<file path="src/rtl/uart_txrx_core.sv">
// Full-duplex 8N1 UART: independent transmitter and receiver sharing clk/rst_n.
// TX drives registered serial output; RX samples a 2-flop synchronized input at bit centres.
module uart_txrx_core #(
  parameter int CLKS_PER_BIT = 100
) (
  input  logic       clk,
  input  logic       rst_n,
  input  logic [7:0] tx_data_in,
  input  logic       tx_start,
  output logic       tx,
  output logic       tx_busy,
  input  logic       rx,
  output logic [7:0] rx_data_out,
  output logic       rx_valid
);

  localparam int CW = (CLKS_PER_BIT > 1) ? $clog2(CLKS_PER_BIT) : 1;
  localparam logic [CW-1:0] LAST = CW'(CLKS_PER_BIT - 1);
  localparam logic [CW-1:0] HALF = CW'(CLKS_PER_BIT / 2);

  typedef enum logic [1:0] {IDLE, START, DATA, STOP} state_t;

  // ---------------- transmitter ----------------
  state_t        tx_state, tx_state_n;
  logic [CW-1:0] tx_cnt, tx_cnt_n;
  logic [2:0]    tx_idx, tx_idx_n;
  logic [7:0]    tx_sh, tx_sh_n;
  logic          tx_n, tx_busy_n;

  always_ff @(posedge clk or negedge rst_n) begin
    if (!rst_n) begin
      tx_state <= IDLE;
      tx_cnt   <= '0;
      tx_idx   <= '0;
      tx_sh    <= '0;
      tx       <= 1'b1;
      tx_busy  <= 1'b0;
    end else begin
      tx_state <= tx_state_n;
      tx_cnt   <= tx_cnt_n;
      tx_idx   <= tx_idx_n;
      tx_sh    <= tx_sh_n;
      tx       <= tx_n;
      tx_busy  <= tx_busy_n;
    end
  end

  // tx is registered, so each bit value is computed one state ahead of the line.
  always_comb begin
    tx_state_n = tx_state;
    tx_cnt_n   = tx_cnt;
    tx_idx_n   = tx_idx;
    tx_sh_n    = tx_sh;
    tx_n       = tx;
    tx_busy_n  = tx_busy;
    case (tx_state)
      IDLE: begin
        tx_n      = 1'b1;
        tx_busy_n = 1'b0;
        if (tx_start) begin
          tx_state_n = START;
          tx_sh_n    = tx_data_in;
          tx_cnt_n   = '0;
          tx_n       = 1'b0;
          tx_busy_n  = 1'b1;
        end
      end
      START: begin
        if (tx_cnt == LAST) begin
          tx_state_n = DATA;
          tx_cnt_n   = '0;
          tx_idx_n   = '0;
          tx_n       = tx_sh[0];
        end else begin
          tx_cnt_n = tx_cnt + 1'b1;
        end
      end
      DATA: begin
        if (tx_cnt == LAST) begin
          tx_cnt_n = '0;
          if (tx_idx == 3'd7) begin
            tx_state_n = STOP;
            tx_n       = 1'b1;
          end else begin
            tx_idx_n = tx_idx + 1'b1;
            tx_sh_n  = {1'b0, tx_sh[7:1]};
            tx_n     = tx_sh[1];
          end
        end else begin
          tx_cnt_n = tx_cnt + 1'b1;
        end
      end
      STOP: begin
        if (tx_cnt == LAST) begin
          tx_state_n = IDLE;
          tx_cnt_n   = '0;
          tx_busy_n  = 1'b0;
        end else begin
          tx_cnt_n = tx_cnt + 1'b1;
        end
      end
      default: tx_state_n = IDLE;
    endcase
  end

  // ---------------- receiver ----------------
  state_t        rx_state, rx_state_n;
  logic [CW-1:0] rx_cnt, rx_cnt_n;
  logic [2:0]    rx_idx, rx_idx_n;
  logic [7:0]    rx_sh, rx_sh_n;
  logic [7:0]    rx_data_n;
  logic          rx_valid_n;
  logic          rx_s1, rx_s2;

  always_ff @(posedge clk or negedge rst_n) begin
    if (!rst_n) begin
      rx_s1       <= 1'b1;
      rx_s2       <= 1'b1;
      rx_state    <= IDLE;
      rx_cnt      <= '0;
      rx_idx      <= '0;
      rx_sh       <= '0;
      rx_data_out <= '0;
      rx_valid    <= 1'b0;
    end else begin
      rx_s1       <= rx;
      rx_s2       <= rx_s1;
      rx_state    <= rx_state_n;
      rx_cnt      <= rx_cnt_n;
      rx_idx      <= rx_idx_n;
      rx_sh       <= rx_sh_n;
      rx_data_out <= rx_data_n;
      rx_valid    <= rx_valid_n;
    end
  end

  // After the half-bit start check the counter is reset, so every LAST lands on a bit centre.
  always_comb begin
    rx_state_n = rx_state;
    rx_cnt_n   = rx_cnt;
    rx_idx_n   = rx_idx;
    rx_sh_n    = rx_sh;
    rx_data_n  = rx_data_out;
    rx_valid_n = 1'b0;
    case (rx_state)
      IDLE: begin
        if (!rx_s2) begin
          rx_state_n = START;
          rx_cnt_n   = '0;
        end
      end
      START: begin
        if (rx_cnt == HALF) begin
          rx_cnt_n   = '0;
          rx_idx_n   = '0;
          rx_state_n = rx_s2 ? IDLE : DATA;
        end else begin
          rx_cnt_n = rx_cnt + 1'b1;
        end
      end
      DATA: begin
        if (rx_cnt == LAST) begin
          rx_cnt_n = '0;
          rx_sh_n  = {rx_s2, rx_sh[7:1]};
          rx_idx_n = rx_idx + 1'b1;
          if (rx_idx == 3'd7) rx_state_n = STOP;
        end else begin
          rx_cnt_n = rx_cnt + 1'b1;
        end
      end
      STOP: begin
        if (rx_cnt == LAST) begin
          rx_state_n = IDLE;
          rx_cnt_n   = '0;
          if (rx_s2) begin
            rx_data_n  = rx_sh;
            rx_valid_n = 1'b1;
          end
        end else begin
          rx_cnt_n = rx_cnt + 1'b1;
        end
      end
      default: rx_state_n = IDLE;
    endcase
  end

endmodule

</file>
<file path="config.mk">
export PLATFORM = sky130hd
export DESIGN_NAME = uart_txrx_core
export DESIGN_NICKNAME = d
export VERILOG_FILES = /design/src/rtl/uart_txrx_core.sv
export SDC_FILE = /design/constraint.sdc
export NUM_CORES = 1
export LEC_CHECK = 0
export BUFFER_PORTS_ARGS = -buffer_cell sky130_fd_sc_hd__buf_2
export CAP_MARGIN = 15
export CORE_ASPECT_RATIO = 0.9
export CORE_MARGIN = 1
export CORE_UTILIZATION = 35
export CTS_BUF_LIST = sky130_fd_sc_hd__clkbuf_4
export DETAILED_ROUTE_END_ITERATION = 6
export GPL_TIMING_DRIVEN = 1
export PLACE_DENSITY = 0.6
export SLEW_MARGIN = 30
export SYNTH_ARGS = -nofsm -noshare
export SYNTH_HDL_FRONTEND = slang
export SYNTH_SLANG_ARGS = --single-unit
</file>
<file path="constraint.sdc">
create_clock -name clk -period 2.93 [get_ports clk]
set_clock_uncertainty 0.1 [all_clocks]
set_input_delay 0.7325 -clock clk [delete_from_list [all_inputs] [get_ports clk]]
set_output_delay 0.7325 -clock clk [all_outputs]
set_load 0.005 [all_outputs]
</file>
==> metrics.md <==
| Metric | Value |
|---|---|
| Reg2Reg Launch Point | tx_cnt[0]$_DFFE_PN0N_ |
| CTS Hold Bufs | 0 |
| Final Hold Fails | 0 |
| Final setup vio count | 0 |
| Chip Width | roughly 93 um |
| Vias in the first global route | between 1500 and 2000 |
| Largest family of logic cells by synthesized area | multiplexers |
| Dpl ws | 0.603 ns |
| Max_slew headroom | 0.666 |
| WP data arrival | between 2 and 3 ns |
| WS Path Type | reg -> reg |
| Setup TNS | 0 ns |
| FF+latch count, synth | 53 |
| Ratio of cells with drive above 1 in the final layout | 0.316 |
| DR vias/cell | slightly below 5 |
| Full die area | just under 0.008 sq mm |
| Hpwl dp | roughly 3.2 mm |
| Fin. max-slew vios | 0 |
| Initial core utilization | 0.366 |
| DRT Pass-1 Iters | 4 |
| Clk pin slew, worst setup/hold paths | about 0.18 ns |
| PortBufs | 22 |
| Area of the multi-input gates | about 0.0012 sq mm |
| Clk sink count | between 50 and 60 |
| Core area | 0.00711 sq mm |
| Routability Congestion | 0.759 |
| Root Driver | clkbuf_4 |
| Most frequent cells in the layout | 50 x dfrtp_1, 34 x mux2_2, 22 x o21ai_0, 22 x buf_2, 18 x nand2_1 |
| XOR/XNOR share of the synthesized area | 0.00337 |
| Final non-filler cell total | about 350 |
| Final worst path period need | approximately 2.4 ns |
| Post-synthesis cell type count | 39 |
| DP Cell Count | about 340 |
| Sequential share of power | 0.657 |
| Peak VDD IR | between 0.15 and 0.2 mV |
| Comb power frac | 0.030 |
| Cells on worst reg2reg path | 6 |
| Synthesis-to-layout area growth | 11.6% |
| Drc violations | 0 |
| Net Sw Frac | 0.245 |
| Synth Area in Compound Gates | 0.103 |
| Fin worst setup slack | roughly 0.56 ns |
| Lkg Pwr | between 1 and 1.5 nW |
| DR vias | ~1700 |
| Seq/Total Area, Yosys | 0.511 |
| Diode count | 0 |
| Synthesized area per cell | roughly 12 sq um |
| Max clock buf depth | 2 |
| Max H-tree Level | 2 |
| Fill count | approximately 700 |
| Power Density | 389 mW/mm^2 |
| Largest net degree at the start of global routing | 22 |
| Period utilization | 0.808 |
| Post-synth EDFFs | 0 |
| Gr usage total | 0.127 |
| Adder-cell share of the synthesized area | 0.0625 |
| Total grt overflow | 0 |
| Initial antenna violation count | 0 |
| Row count | 29 |
| Flop-to-flop setup slack | roughly 0.56 ns |
| Synthesized area | about 0.0026 sq mm |
| Clock power frac | 0.314 |
| CTS tree | yes |
| Synth async-reset ratio | 1.00 |
| Global-route wire length before repair | 7.96 mm |
| Syn_nets | roughly 250 |
| WP data required | a little over 3 ns |
| Final ANT Viol Nets | 0 |
| # IOs | 23 |
| Unrepaired setup endpoints after global routing | false |
| Post-synthesis simple-gate area fraction | 0.145 |
| Clock Latency Late Sink | roughly 0.38 ns |
| Crit path launch type | flip-flop |
| Net Sw Power | 0.000278 W |
| Leading cell type in the layout, fill and taps excluded | dfrtp_1 |
| Post-Route WL | 4.45 mm |
| Status | finished clean |
| WL/cell | ~13 um |
| TritonCTS Buffers | 5 |
| Initial DRC count | 40 |
| Post-CTS Resized | 0 |
| Top FF cell, synth | dfrtp_1 |
| Post-synthesis cell count | roughly 230 |
| Pint | 0.000854 W |
| Yosys warning count | 0 |
| Slew @ Worst Pin | about 0.50 ns |
| Post-CTS Setup Bufs | 0 |
| Die Ht | about 84 um |
| HP Class | in -> async |
| Crit Path Max Fanout | 8 |
| Tot Pwr | approximately 0.0011 W |
| Worst Setup End Kind | flip-flop |
| FF/Latch Area | 0.00133 sq mm |
| Post-synthesis mux area share | 0.151 |
| Max-Cap Viols | 0 |
| Final net count | between 200 and 300 |
| Reg-to-reg endpoint | tx_sh[4]$_DFFE_PN0P_ |
| Fmax | around 420 MHz |
==> sequential cells by signal (all words and copies together) (netlist names), 2 cells and up, named ones only <==
signal	cells
rx_sh	8
rx_data_out	8
rx_cnt	7
tx_cnt	7
tx_state	2
rx_idx	3
tx_idx	3
tx_sh	8
==> how the worst max path moves through the flow <==
stage / from / to / slack [ns] / depth (start not counted)
6_report: tx_cnt[0]$_DFFE_PN0N_ / tx_sh[4]$_DFFE_PN0P_ / 0.56 / 6
5_1_grt: tx_cnt[0]$_DFFE_PN0N_ / tx_sh[4]$_DFFE_PN0P_ / 0.46 / 6
4_1_cts: tx_cnt[0]$_DFFE_PN0N_ / tx_sh[4]$_DFFE_PN0P_ / 0.57 / 6
3_5_place_dp: tx_cnt[0]$_DFFE_PN0N_ / tx_sh[4]$_DFFE_PN0P_ / 0.60 / 6
3_3_place_gp: tx_cnt[0]$_DFFE_PN0N_ / tx_sh[3]$_DFFE_PN0P_ / 0.66 / 6
2_1_floorplan: tx_cnt[0]$_DFFE_PN0N_ / tx_state[1]$_DFFE_PN0P_ / 0.84 / 7
==> kinds of logic (layout without fill, tap and decap cells) <==
kind of cell    count (synthesis)  in the layout
fa+ha+maj                      13             13
flops                          53             53
xor+xnor                        1              1
compound gates                 42             42
mux                            35             35
simple gates                   68             68
buf+inv                        14             44
==> through the flow <==
stage	utilization	area (sq um)	hold WS, ns
after floorplan	-	2600	0.245
after global placement	0.400	2840	0.246
after detailed placement	0.400	2840	0.247
after CTS	0.409	2910	0.173
after global routing	0.409	2910	0.173
final	0.409	2910	0.166
==> critical path: stages, from the launching register on <==
cell,delay [ns]
dfrtp_1,0.41
ha_1,0.21
nor2b_2,0.19
and4_1,0.40
nand2b_4,0.09
a211oi_4,0.47
mux2_2,0.39
==> per-layer routing <==
metal	vias up	part of all wire	track usage
met5	-	0	0
met4	0	0.0043	0.0294
met3	3	0.030	0.0310
met2	23	0.45	0.191
met1	820	0.51	0.185
li1	867	-	-
==> synth_stat cells (all sizes together), types with 3 or more instances <==
| cell type | instances | area share |
|---|---|---|
| and3 | 4 | 0.0096 |
| dfstp | 3 | 0.030 |
| a21o | 4 | 0.012 |
| ha | 13 | 0.063 |
| nand4b | 3 | 0.010 |
| a21oi | 4 | 0.0077 |
| nor3 | 4 | 0.0077 |
| mux2 | 34 | 0.15 |
| inv | 8 | 0.012 |
| dfrtp | 50 | 0.48 |
| nand2 | 18 | 0.026 |
| nor2 | 11 | 0.016 |
| nor3b | 7 | 0.022 |
| o21ai | 22 | 0.042 |
| a22o | 5 | 0.017 |
| buf | 4 | 0.0096 |
| nand3 | 9 | 0.017 |
==> power by group through the flow <==
stage               clock, W  combinational (W)  sequential (W)
global route        0.000396          0.0000399        0.000744
CTS                 0.000371          0.0000354        0.000743
floorplan                  0         0.00000993        0.000755
detailed placement         0          0.0000353        0.000756
finish              0.000355          0.0000334        0.000743
global placement           0          0.0000351        0.000756
==> area by class of cell <==
class,count,share of cell area
clock inverters,3,0.00904
clock buffers,5,0.0129
repair buffers,28,0.0534
well taps,93,0.0401
multi-input cells,159,0.416
inverters,8,0.0103
flip-flops and latches,53,0.458
(Power assumes the default switching activity.)
